$ cat src/rtl/jtframe_pll_pkg.sv
// Shared types and helpers for the PLL supervisor: FSM state encoding and retry ceiling.
package jtframe_pll_pkg;

  typedef enum logic [2:0] {
    PLLRST  = 3'd0,
    WAIT    = 3'd1,
    STABLE  = 3'd2,
    RELEASE = 3'd3,
    RUN     = 3'd4
  } state_t;

  localparam int unsigned RETRY_MAX = 15;

  function automatic int max4(input int a, input int b, input int c, input int d);
    int m;
    m = a;
    if (b > m) m = b;
    if (c > m) m = c;
    if (d > m) m = d;
    return m;
  endfunction

endpackage

$ cat src/rtl/jtframe_pll_lock_sync.sv
// Two-flop synchronizer bringing the asynchronous PLL lock flag into the reference clock domain.
module jtframe_pll_lock_sync (
  input  logic clk,
  input  logic rst,
  input  logic async_i,
  output logic sync_o
);

  logic meta_q;
  logic sync_q;

  always_ff @(posedge clk) begin
    if (rst) begin
      meta_q <= 1'b0;
      sync_q <= 1'b0;
    end else begin
      meta_q <= async_i;
      sync_q <= meta_q;
    end
  end

  assign sync_o = sync_q;

endmodule

$ cat src/rtl/jtframe_pll_supervisor.sv
// PLL reset/lock supervisor: pulses the PLL reset, qualifies lock with timeout and retry,
// then releases the downstream reset trees one at a time, re-arming on any loss of lock.
module jtframe_pll_supervisor
  import jtframe_pll_pkg::*;
#(
  parameter int RST_PULSE = 16,
  parameter int TIMEOUT   = 65536,
  parameter int LOCK_WAIT = 1024,
  parameter int NRST      = 3,
  parameter int STAGGER   = 8
) (
  input  logic            clk,
  input  logic            rst,
  input  logic            locked,
  output logic            pll_rst,
  output logic [NRST-1:0] rst_out,
  output logic            ready,
  output logic            lost,
  output logic [3:0]      retries
);

  localparam int CMAX = max4(TIMEOUT, LOCK_WAIT, RST_PULSE, STAGGER);
  localparam int CW   = $clog2(CMAX);
  localparam int IW   = $clog2(NRST + 1);

  localparam logic [CW-1:0] PULSE_END = CW'(RST_PULSE - 1);
  localparam logic [CW-1:0] TO_END    = CW'(TIMEOUT - 1);
  localparam logic [CW-1:0] LOCK_END  = CW'(LOCK_WAIT - 1);
  localparam logic [CW-1:0] STAG_END  = CW'(STAGGER - 1);
  localparam logic [IW-1:0] IDX_LAST  = IW'(NRST - 1);
  localparam logic [3:0]    RETRY_SAT = 4'(RETRY_MAX);

  state_t            state_q, state_d;
  logic [CW-1:0]     cnt_q, cnt_d;
  logic [IW-1:0]     idx_q, idx_d;
  logic              pll_rst_q, pll_rst_d;
  logic [NRST-1:0]   rst_out_q, rst_out_d;
  logic              ready_q, ready_d;
  logic              lost_q, lost_d;
  logic [3:0]        retries_q, retries_d;

  logic locked_s;
  logic rel_tick;
  logic rel_last;

  jtframe_pll_lock_sync u_lock_sync (
    .clk     (clk),
    .rst     (rst),
    .async_i (locked),
    .sync_o  (locked_s)
  );

  assign rel_tick = (cnt_q == STAG_END);
  assign rel_last = (idx_q == IDX_LAST);

  always_ff @(posedge clk) begin
    if (rst) begin
      state_q   <= PLLRST;
      cnt_q     <= '0;
      idx_q     <= '0;
      pll_rst_q <= 1'b1;
      rst_out_q <= '1;
      ready_q   <= 1'b0;
      lost_q    <= 1'b0;
      retries_q <= '0;
    end else begin
      state_q   <= state_d;
      cnt_q     <= cnt_d;
      idx_q     <= idx_d;
      pll_rst_q <= pll_rst_d;
      rst_out_q <= rst_out_d;
      ready_q   <= ready_d;
      lost_q    <= lost_d;
      retries_q <= retries_d;
    end
  end

  // Next state and shared counter; the counter restarts on every state change and on each release step.
  always_comb begin
    state_d = state_q;
    cnt_d   = cnt_q + 1'b1;
    case (state_q)
      PLLRST:  if (cnt_q == PULSE_END) state_d = WAIT;
      WAIT: begin
        if (locked_s)              state_d = STABLE;
        else if (cnt_q == TO_END)  state_d = PLLRST;
      end
      STABLE: begin
        if (!locked_s)               state_d = WAIT;
        else if (cnt_q == LOCK_END)  state_d = (NRST == 1) ? RUN : RELEASE;
      end
      RELEASE: begin
        if (!locked_s)                 state_d = PLLRST;
        else if (rel_tick && rel_last) state_d = RUN;
      end
      RUN: begin
        cnt_d = cnt_q;
        if (!locked_s) state_d = PLLRST;
      end
      default: state_d = PLLRST;
    endcase
    if ((state_d != state_q) || (state_q == RELEASE && rel_tick)) cnt_d = '0;
  end

  // Registered outputs; loss of lock overrides any release due on the same edge.
  always_comb begin
    pll_rst_d = (state_d == PLLRST);
    rst_out_d = rst_out_q;
    ready_d   = ready_q;
    lost_d    = 1'b0;
    retries_d = retries_q;
    idx_d     = idx_q;
    case (state_q)
      WAIT: begin
        if (!locked_s && cnt_q == TO_END && retries_q != RETRY_SAT) retries_d = retries_q + 4'd1;
      end
      STABLE: begin
        if (locked_s && cnt_q == LOCK_END) begin
          rst_out_d = rst_out_q << 1;
          idx_d     = IW'(1);
          if (NRST == 1) ready_d = 1'b1;
        end
      end
      RELEASE: begin
        if (!locked_s) begin
          rst_out_d = '1;
          ready_d   = 1'b0;
          lost_d    = 1'b1;
        end else if (rel_tick) begin
          rst_out_d = rst_out_q << 1;
          idx_d     = idx_q + 1'b1;
          if (rel_last) ready_d = 1'b1;
        end
      end
      RUN: begin
        if (!locked_s) begin
          rst_out_d = '1;
          ready_d   = 1'b0;
          lost_d    = 1'b1;
        end
      end
      default: ;
    endcase
  end

  assign pll_rst = pll_rst_q;
  assign rst_out = rst_out_q;
  assign ready   = ready_q;
  assign lost    = lost_q;
  assign retries = retries_q;

endmodule

$ cat config.mk
export PLATFORM = sky130hd
export DESIGN_NAME = jtframe_pll_supervisor
export DESIGN_NICKNAME = d
export VERILOG_FILES = /design/src/rtl/jtframe_pll_pkg.sv /design/src/rtl/jtframe_pll_lock_sync.sv /design/src/rtl/jtframe_pll_supervisor.sv
export SDC_FILE = /design/constraint.sdc
export NUM_CORES = 1
export LEC_CHECK = 0
export ABC_AREA = 1
export BUFFER_PORTS_ARGS = -buffer_cell sky130_fd_sc_hd__buf_2
export CAP_MARGIN = 30
export CORE_MARGIN = 10
export CORE_UTILIZATION = 30
export CTS_CLUSTER_SIZE = 28
export DETAILED_ROUTE_END_ITERATION = 10
export PLACE_DENSITY = 0.54
export SKIP_CTS_REPAIR_TIMING = 1
export SLEW_MARGIN = 10
export SYNTH_ARGS = -nofsm -noshare
export SYNTH_HDL_FRONTEND = slang
export SYNTH_SLANG_ARGS = --single-unit
$ cat constraint.sdc
create_clock -name clk -period 1.9 [get_ports clk]
set_clock_uncertainty 0.1 [all_clocks]
set_input_delay 0.19 -clock clk [delete_from_list [all_inputs] [get_ports clk]]
set_output_delay 0.19 -clock clk [all_outputs]
set_load 0.1 [all_outputs]
# Word level (Yosys, flattened, before mapping)

Cells that the tools add are included.

Multiplexer cells: 24
Add/sub/neg operators: 3
Bitwise logic cells: 1
Reductions and logical operators: 19
Eq/ne operators: 17

Operator list:

| cell                    | count |
|---|---|
| $mux W3                 | 12 |
| $add A16 B1 Y16 const B | 1 |
| $eq A16 B10 Y1 const B  | 1 |
| $eq A16 B16 Y1 const B  | 1 |
| $eq A16 B3 Y1 const B   | 1 |
| $eq A16 B4 Y1 const B   | 1 |
| $pmux W3 S5             | 1 |
| $reduce_and A4 Y1       | 3 |
| $pmux W3 S3             | 1 |
| $eq A3 B2 Y1 const B    | 2 |
| $logic_not A3 Y1        | 2 |
| $mux W2                 | 3 |
| $ne A2 B2 Y1 const B    | 3 |
| $ne A3 B3 Y1 const B    | 2 |
| $reduce_or A2 Y1        | 3 |
| $logic_and A1 B1 Y1     | 5 |
| $mux W1                 | 5 |
| $add A4 B1 Y4 const B   | 1 |
| $ne A4 B4 Y1 const B    | 1 |
| $pmux W2 S2             | 1 |
| $reduce_bool A2 Y1      | 2 |
| $eq A3 B1 Y1 const B    | 1 |
| $eq A3 B3 Y1 const B    | 1 |
| $ne A3 B3 Y1            | 1 |
| 9 further kinds         | 9 |

Register bits: 33
Word-level logic and storage cells: 74
Input port bits: 3
Output and inout bits: 10

# Logic depth before layout (Yosys ltp)

Gate-level depths: netlist (run 1).

Word-level depth: 8
Gate-level depth with buffers: 14
Gate-level depth less buffers: 13

# Modules after synthesis

Synthesis (run 1) repeated with hierarchy kept, for this count alone.

Cell total of the unflattened synthesis: 264
Area total of the unflattened synthesis: 1834.3 µm²

By module, submodules not included:

| module                 | instances | cells an instance | seq. area each (µm²) | area each (µm²) |
|---|---|---|---|---|
| jtframe_pll_supervisor | 1         | 258               | 620.6                | 1779.2 |
| jtframe_pll_lock_sync  | 1         | 6                 | 40.0                 | 55.1 |

# Least setup slack after synthesis (run 1)

Ideal clock, no wire load.

Path kind: reg2reg
Start: register retries_q[1] (netlist: retries[1])
End: register retries_q[3] (netlist: retries[3])
Required time: 1681 ps
Setup slack: -84 ps
Clock period less this slack: 1984 ps
Arrival time: 1765 ps
Library setup time: 119 ps
Buffers on the path: 0
Stages on the path, launching flop included: 7
Cell sequence: dfxtp_1 ha_1 nand3_1 nand3_1 nor2_1 a21oi_1 nor2_1

Longest elaborated chain between the ends: 3
Elaborated cells between the ends (all ways): 4
Those cells by class: add/sub (1); eq/ne (1); reduce/logical (2)

RTL lines:

| element                                                               | RTL line                     | RTL |
|---|---|---|
| start: declaration                                                    | jtframe_pll_supervisor.sv:40 | `logic [3:0] retries_q, retries_d;` |
| start signal: assignment                                              | jtframe_pll_supervisor.sv:74 | `retries_q <= retries_d;` |
| parallel branches: the longest is 3 deep, another holds $add A4 B1 Y4 | n/a                          |  |

Parallel ways; which one is timed is not known.
A chain may end at the register's enable or synchronous reset.

# Worst setup path after layout (run 1)

Start: register cnt_q[0]
End: register cnt_q[7]

Longest elaborated chain between the ends: 8
Elaborated cells between the ends (all ways): 18
Those cells by class: add/sub (1); eq/ne (5); mux (8); reduce/logical (4)

RTL lines:

| element                           | RTL line                      | RTL |
|---|---|---|
| start: declaration                | jtframe_pll_supervisor.sv:34  | `logic [CW-1:0] cnt_q, cnt_d;` |
| start signal: assignment          | jtframe_pll_supervisor.sv:68  | `cnt_q <= cnt_d;` |
| $eq A16 B3 Y1                     | jtframe_pll_supervisor.sv:53  | `assign rel_tick = (cnt_q == STAG_END);` |
| $logic_and A1 B1 Y1               | jtframe_pll_supervisor.sv:94  | `else if (rel_tick && rel_last) state_d = RUN;` |
| $mux W3                           | jtframe_pll_supervisor.sv:94  |  |
| $mux W3                           | jtframe_pll_supervisor.sv:93  | `if (!locked_s) state_d = PLLRST;` |
| $pmux W3 S5                       | jtframe_pll_supervisor.sv:82  | `case (state_q)` |
| $ne A3 B3 Y1                      | jtframe_pll_supervisor.sv:102 | `if ((state_d != state_q) \|\| (state_q == RELEASE && rel_tick)) cnt_d = '0;` |
| $logic_or A1 B1 Y1                | jtframe_pll_supervisor.sv:102 |  |
| $reduce_or A2 Y1 (no source line) | n/a                           |  |

Several ways; a longest one is shown, not always the timed one.

==> run metrics, run 1 <==
final core occ=37.2%; count of different cell masters after synthesis=31; non-filler cells, final=343; GRT Resource Usage Total=8.05%; 1st-iter DRT viols=54; maximum clock path buffer count=2; Setup WS post-layout=0.125 ns; antenna-violating nets left=0; Mapped Nets=246; Startpoint Class=register; die width=97.6 µm; critical path data required time=1.98 ns; placed cell areas=2000 µm²; worst min-delay path startpoint=locked; DR pass1 iterations=4; Initial Util=30.7%; Sequential Power Share=54.5%; total core area=5890 µm²; total of max-cap violations=0; Clock Pin Slew Worst Setup and Hold Paths=0.07 ns; I/O Pins=13; fin crit share=93.4%; Yosys top cell by area=dfxtp_1; worst hold slack=0.000854 ns; FF+latch count, synth=33; clock root cell=clkbuf_8; overall power=1.30 mW; Final setup viols=0; # nets final=273; Cell Int Power=0.985 mW; Max IR drop VDD=0.233 mV; Leak=0.894 nW; initial antenna violation count=0; Logic pwr share=5.4%; sequential-to-total area share from yosys stat=36.6%; worst slew pin tran=0.495 ns; final routed DRC violation total=0; Arr. time, crit path=1.85 ns; die height=97.6 µm; num rows=28; WS Path Type=reg -> reg; DP Cell Count=331; r2r startpoint=cnt_q[0]; Max Slew Vio Count=0; Avg Cell Area, Syn=7.52 µm²; worst r2r path cells=13; largest net degree at the start of global routing=13; RePlAce Congestion=0.769; number of port buffers=12; metal3 WL=85 µm; met2 WL=1710 µm; crit-path max FO=6; Hold Path Stages=3; vias in the first global route=1472; CTS tree=yes; RSZ-0062 raised after global routing=no; R2R Setup Slk=0.13 ns; Metal-1 WL=1800 µm; Sw Ratio=24.0%; clock power share=40.1%; H-tree Lvls=2; largest cells by area after synthesis=dfxtp_1, nor2_4, nand2_1; crit path time final=1.77 ns; Yosys warnings=0; per-cell routed wire length=10.7 µm; RR Endpoint=cnt_q[7]; top layer in use=met4; P per Cell Area=592 nW/µm²; Layout area overhead=21.2%; global-route wire length before repair=6440 µm; CP endpoint kind=register; die area=9520 µm²; Net Sw Power=0.311 mW; Final Hold Vio Count=0; final wirelength=3670 µm; Hold Crit Endpoint=u_lock_sync.meta_q; fmax=564 MHz; insertion delay of the later-clocked pin in the worst-skew pair=0.29 ns; Worst slew margin=67.3%; antenna cells=0; Synth Cell Area=1810 µm²; DP HPWL=2810 µm; TNS Setup=0 ns; via count=1461; Place WS=0.0383 ns; CTS sink cnt=33; top-area cell type share of the netlist area=36.6%; post-route cell area=2190 µm²; Synth Instances=240; vias per inst=4.26; CTS Buf Count=5; Congestion Overflow GR=0; Hold/Removal Path Class=in -> reg; outcome=finished, final reports clean; share of layout cells above drive strength 1=32.5%
kinds of logic (layout without fill, tap and decap cells):
family | after synthesis | after routing | share of synthesized area [%]
compound gates | 19 | 19 | 5.47
xor+xnor | 11 | 11 | 5.34
fa+ha+maj | 3 | 3 | 2.08
buf+inv | 36 | 64 | 8.39
flops | 33 | 33 | 36.6
mux | 1 | 1 | 0.554
simple gates | 137 | 137 | 41.6
worst max-delay path, cell delays in order (launching register included):
cell and delay [ns]:
dfxtp_2 0.35, ha_4 0.14, nand2_2 0.07, inv_2 0.07, nand2_2 0.06, nor2_4 0.14, nand3_4 0.10, nand2_4 0.11
nand3_2 0.09, nand2_2 0.08, nor2_4 0.05, nand2_4 0.10, clkbuf_16 0.18, nor2_4 0.03
cells in the mapped netlist:
cell / instances
nor2_1: 38
nor3b_1: 1
clkinv_1: 1
nor2_4: 15
nor3_1: 2
inv_2: 6
nor3_2: 1
nand2_2: 5
xor2_1: 8
xnor2_1: 3
nand2_4: 2
nor2_8: 1
inv_1: 27
o21ai_0: 8
dfxtp_1: 33
o21a_1: 1
ha_1: 3
buf_12: 1
nand3_2: 2
nor2_2: 6
and3_1: 1
mux2i_1: 1
nand4_2: 1
nand2_1: 44
nand4_1: 3
a31oi_1: 1
or2_2: 1
a21oi_1: 9
clkbuf_1: 1
and2_1: 1
nand3_1: 13
area by class of cell:
cell class                      count  area [µm²]
Sequential cell                    33         668
Tap cell                           75        93.8
Inverter                           34         128
Multi-Input combinational cell    171        1040
Clock inverter                      3        17.5
Clock buffer                        5        68.8
Timing Repair Buffer               22         169
Fill cell                         605        3700
cell usage in the layout, fill, tap and decap left out, types with 2 or more instances in the layout:
cell type	count
nand2_1	40
nor2_1	36
dfxtp_1	27
inv_1	25
nor2_4	17
nand3_1	13
buf_2	12
nand2_2	9
a21oi_1	9
inv_2	8
xor2_1	8
o21ai_0	7
buf_4	7
nor2_2	6
dfxtp_2	6
clkbuf_8	5
xnor2_1	3
nand4_1	3
nand2_4	2
nor3_1	2
ha_1	2
clkinv_2	2
power groups by stage:
stage | clock network (mW) | registers [mW] | logic, mW
6_report | 0.519 | 0.707 | 0.0699
5_1_grt | 0.569 | 0.707 | 0.0773
3_3_place_gp | 0 | 0.719 | 0.0581
2_1_floorplan | 0 | 0.719 | 0.0406
4_1_cts | 0.543 | 0.703 | 0.0589
3_5_place_dp | 0 | 0.719 | 0.0588
how the worst max path moves through the flow:
stage                           from          to  slack [ns]  depth (start not counted)
final                       cnt_q[0]    cnt_q[7]        0.13                         13
after global routing        cnt_q[8]  rst_out[1]       0.009                          9
after CTS                   cnt_q[1]    cnt_q[4]        0.02                         13
after detailed placement    cnt_q[1]   cnt_q[11]        0.04                         13
after global placement      cnt_q[1]   cnt_q[12]        0.06                         13
after floorplan           retries[2]  retries[2]        0.17                          6
registers in the layout, summed over array words and instances (netlist names):
name and cells:
retries 4, state_q 3, idx_q 2, lost 1
cnt_q 16, u_lock_sync.sync_o 1, pll_rst 1, rst_out 3
u_lock_sync.meta_q 1, ready 1
metal layers:
layer | global-route usage (%) | up-vias
met3 | 2.28 | 6
met4 | 4.70 | 0
met2 | 13.3 | 11
met1 | 9.01 | 648
li1 | - | 796
met5 | 0 | -
No activity file was read; power rests on OpenSTA's default activity.
==> run 2: changes to the inputs <==
- CORE_ASPECT_RATIO: default -> 1.2
==> run 2 against run 1 <==
Combinational power down 10%. Largest power group unchanged. Final area down 2.1%. Sequential share of layout area up 0.76 points. Highest routed layer unchanged.
==> run metrics, run 2 (same netlist as run 1, synthesis figures left out) <==
Hold/Removal Path Class=in -> reg; Layout area overhead=18.7%; WS Path Type=reg -> reg; Filler Cell Count=611 (+0.99%); CTS tree=yes; largest net degree at the start of global routing=11 (-2); per-cell routed wire length=10.2 µm (-5.1%); antenna-violating nets left=0 (unchanged); num rows=30 (+7.1%); CTS sink cnt=33 (unchanged); DP HPWL=2700 µm (-3.9%); Slowest-stage cell, CP=dfxtp_4; max reg flops=16 (unchanged); largest reg by FF count=cnt_q; most used cells in the layout excluding fill and tap cells=nand2_1, nor2_1, dfxtp_1; TNS Setup=0 ns (unchanged); outcome=finished, final reports clean; die area=9530 µm² (+0.14%); fmax=560 MHz (-0.61%); CTS Buf Count=5 (unchanged); I/O Pins=13 (unchanged); crit-path max FO=9 (+3); most common cell after layout, fill and taps aside=nand2_1; vias in the first global route=1388 (-5.7%); total of max-cap violations=0 (unchanged); H-tree Lvls=2 (unchanged); GRT Resource Usage Total=7.71% (-0.35 points); critical path data required time=2.02 ns (+0.04 ns); RePlAce Congestion=0.877 (+14%); Startpoint Class=register; P per Cell Area=608 nW/µm² (+2.8%); global-route wire length before repair=6200 µm (-3.6%); post-route cell area=2140 µm² (-2.1%); Final Hold Vio Count=0 (unchanged); CP Cell Sequence=ha_4 > nand2_2 > inv_2 > nand2_1 > nor2_2 > nand3_2 > nand2_4 > nand4_2 > nand2_2 > nand2_4 > buf_12 > nor2_1; total core area=5740 µm² (-2.4%); antenna cells=0 (unchanged); initial antenna violation count=0 (unchanged); 1st-iter DRT viols=42 (-22%); CP endpoint kind=register; fin crit share=94.0% (+0.57 points); Multi-input gate area=1020 µm² (-2.2%); Congestion Overflow GR=0 (unchanged); worst slew pin tran=0.493 ns (-0.00159 ns); vias per inst=4.18 (-1.9%); die width=90.8 µm (-6.9%); number of port buffers=12 (unchanged); placed cell areas=2010 µm² (+0.56%); Clock Pin Slew Worst Setup and Hold Paths=0.07 ns (about the same); # nets final=270 (-1.1%); via count=1438 (-1.6%); Arr. time, crit path=1.91 ns (+0.06 ns); maximum clock path buffer count=2 (unchanged); register area=671 µm² (+0.37%); Initial Util=31.4% (+0.76 points); die height=105 µm (+7.6%); Max IR drop VDD=0.295 mV (+27%); share of layout cells above drive strength 1=28.8% (-3.7 points); insertion delay of the later-clocked pin in the worst-skew pair=0.28 ns (about the same); Final setup viols=0 (unchanged); Leak=0.874 nW (-2.2%); Max Slew Vio Count=0 (unchanged); crit path time final=1.79 ns (+0.0109 ns); final wirelength=3500 µm (-4.8%); final routed DRC violation total=0 (unchanged); clock root cell=clkbuf_8; peak per-stage delay on the critical path=0.37 ns (+0.02 ns); Worst slew margin=67.4% (+0.11 points); RSZ-0062 raised after global routing=yes; DR pass1 iterations=4 (unchanged)
[run 2: changes by cell type in the layout (fill, tap and decap cells not counted), sizes merged]
cell / before / now
clkinv: 3 / 1
buf: 21 / 19
clkbuf: 6 / 7
clkinvlp: 1 / 0
[run 2: through the flow]
| stage | instances | util (%) | hold slack [ns] | setup slack, ns | power [mW] |
|---|---|---|---|---|---|
| final | 344 | 37.3 | 0.00476 | 0.115 | 1.30 |
| after global routing | 344 | 37.3 | 0.0143 | -0.00975 | 1.36 |
| after CTS | 342 | 36.4 | -0.00153 | -0.0137 | 1.32 |
| after detailed placement | 335 | 34.9 | 0.296 | 0.0205 | 0.779 |
| after global placement | 335 | 34.9 | 0.290 | 0.0607 | 0.779 |
| after floorplan | 240 | - | 0.197 | 0.173 | 0.760 |
[run 2: final cells by class]
type,count,area share [%]
inverters,34,5.95
flip-flops and latches,33,31.3
well taps,80,4.67
repair buffers,19,6.42
clock buffers,7,4.03
multi-input cells,171,47.6
[run 2: layer usage]
layer / GRT usage (%) / share of wire, % / routed length [µm] / up-vias
met5: 0 / 0 / 0 / -
met4: 3.70 / 2.2 / 77 / 0
met3: 3.01 / 4.3 / 152 / 7
met2: 11.7 / 45 / 1570 / 16
met1: 9.28 / 49 / 1700 / 630
li1: - / - / - / 785
[run 2: worst max-delay path, delay by kind of cell (launching register included)]
kind	cells	cell delay [ns]
adders and majority gates	1	0.14
buffers and inverters	2	0.21
DFF	1	0.37
and+or+nand+nor	9	0.90
[run 2: path summary, 6_finish.rpt]
path,startpoint,to,slack (ns),depth (start not counted)
worst max-delay path,cnt_q[0],cnt_q[4],0.11,12
worst min register to register,u_lock_sync.meta_q,u_lock_sync.sync_o,0.30,2
worst min-delay path,locked,u_lock_sync.meta_q,0.005,3
worst max register to register,cnt_q[0],cnt_q[4],0.11,12
[run 2: where the power goes]
| group | switching (mW) | internal [mW] | total (mW) |
|---|---|---|---|
| Clock | 0.246 | 0.287 | 0.533 |
| Sequential | 0.00806 | 0.700 | 0.708 |
| Combinational | 0.0350 | 0.0278 | 0.0628 |
==> run 3: changes to the inputs <==
- CTS_BUF_LIST: default -> sky130_fd_sc_hd__clkbuf_8
==> run 3 against run 2 <==
Clock-buffer cell count down 1. First-iteration DRC count unchanged. Global-route usage unchanged.
==> run metrics, run 3 (same netlist as run 1, synthesis figures left out) <==
largest net degree at the start of global routing=11 (unchanged); die height=105 µm (unchanged); CTS sink cnt=33 (unchanged); worst slew pin tran=0.493 ns (unchanged); Clock Pin Slew Worst Setup and Hold Paths=0.07 ns (about the same); crit path time final=1.79 ns (unchanged); vias per inst=4.18 (unchanged); CTS tree=yes; GRT Resource Usage Total=7.71% (unchanged); CP endpoint kind=register; # nets final=270 (unchanged); non-filler cells, final=344 (unchanged); worst hold slack=0.00424 ns (-0.000520 ns); num rows=30 (unchanged); final wirelength=3500 µm (unchanged); global-route wire length before repair=6200 µm (unchanged); most common cell after layout, fill and taps aside=nand2_1; per-cell routed wire length=10.2 µm (unchanged); DP HPWL=2700 µm (unchanged); post-route cell area=2140 µm² (unchanged); crit-path max FO=9 (unchanged); share of layout cells above drive strength 1=28.8% (unchanged); critical path data required time=2.02 ns (about the same); Final setup viols=0 (unchanged); final routed DRC violation total=0 (unchanged); fmax=560 MHz (unchanged); Leak=0.879 nW (+0.47%); Initial Util=31.4% (unchanged); largest reg by FF count=cnt_q; WS Path Type=reg -> reg; outcome=finished, final reports clean; Hold/Removal Path Class=in -> reg; total of max-cap violations=0 (unchanged); Final Hold Vio Count=0 (unchanged); final core occ=37.3% (unchanged); insertion delay of the later-clocked pin in the worst-skew pair=0.28 ns (about the same); Layout area overhead=18.7% (unchanged); Arr. time, crit path=1.91 ns (about the same); Slowest-stage cell, CP=dfxtp_4; CTS Buf Count=5 (unchanged); placed cell areas=2010 µm² (unchanged); H-tree Lvls=2 (unchanged); DP Cell Count=335 (unchanged); most used cells in the layout excluding fill and tap cells=nand2_1, nor2_1, dfxtp_1; peak per-stage delay on the critical path=0.37 ns (about the same); die width=90.8 µm (unchanged); Worst slew margin=67.4% (unchanged); antenna cells=0 (unchanged); fin crit share=94.0% (unchanged); I/O Pins=13 (unchanged); number of port buffers=12 (unchanged); maximum clock path buffer count=2 (unchanged); Max Slew Vio Count=0 (unchanged); CP Cell Sequence=ha_4 > nand2_2 > inv_2 > nand2_1 > nor2_2 > nand3_2 > nand2_4 > nand4_2 > nand2_2 > nand2_4 > buf_12 > nor2_1; P per Cell Area=606 nW/µm² (-0.37%); DR pass1 iterations=4 (unchanged); clock root cell=clkbuf_8; die area=9530 µm² (unchanged); Filler Cell Count=611 (unchanged); vias in the first global route=1388 (unchanged); total core area=5740 µm² (unchanged); initial antenna violation count=0 (unchanged); Max IR drop VDD=0.295 mV (unchanged); RePlAce Congestion=0.877 (unchanged); RSZ-0062 raised after global routing=yes; Startpoint Class=register; 1st-iter DRT viols=42 (unchanged); via count=1438 (unchanged); max reg flops=16 (unchanged); antenna-violating nets left=0 (unchanged); Congestion Overflow GR=0 (unchanged)
run 3: metal layers:
metal	GRT usage, %	share of wire [%]	vias to the layer above
met5	0	0	-
met2	11.7	45	16
met1	9.28	49	630
met4	3.70	2.2	0
li1	-	-	785
met3	3.01	4.3	7
run 3: worst paths after layout:
kind	depth (start not counted)	slack, ns	to	start
min reg2reg	2	0.30	u_lock_sync.sync_o	u_lock_sync.meta_q
max	12	0.11	cnt_q[4]	cnt_q[0]
min	3	0.004	u_lock_sync.meta_q	locked
max reg2reg	12	0.11	cnt_q[4]	cnt_q[0]
run 3: per-stage QoR:
step	total power, mW	setup TNS, ns	worst slack, ns
after detailed placement	0.779	0	0.0205
after CTS	1.32	-0.0244	-0.0137
after global placement	0.779	0	0.0607
after global routing	1.36	-0.0136	-0.00975
after floorplan	0.760	0	0.173
final	1.30	0	0.115
run 3: worst max-delay path, delay by kind of cell, from the launching register on:
family	cells	cell delay (ns)
fa+ha+maj	1	0.14
buf+inv	2	0.21
flops	1	0.37
simple gates	9	0.90
run 3: power breakdown:
| part | switching [mW] | internal (mW) |
|---|---|---|
| sequential | 0.00806 | 0.700 |
| clock | 0.247 | 0.282 |
| combinational | 0.0350 | 0.0278 |
| total | 0.290 | 1.01 |
run 3: area by class of cell:
cell class | instances | area [µm²] | share of cell area (%)
Multi-Input combinational cell | 171 | 1020 | 47.6
Sequential cell | 33 | 671 | 31.3
Clock inverter | 1 | 3.75 | 0.175
Tap cell | 80 | 100 | 4.67
Clock buffer | 6 | 82.6 | 3.85
Timing Repair Buffer | 19 | 138 | 6.42
Inverter | 34 | 128 | 5.95
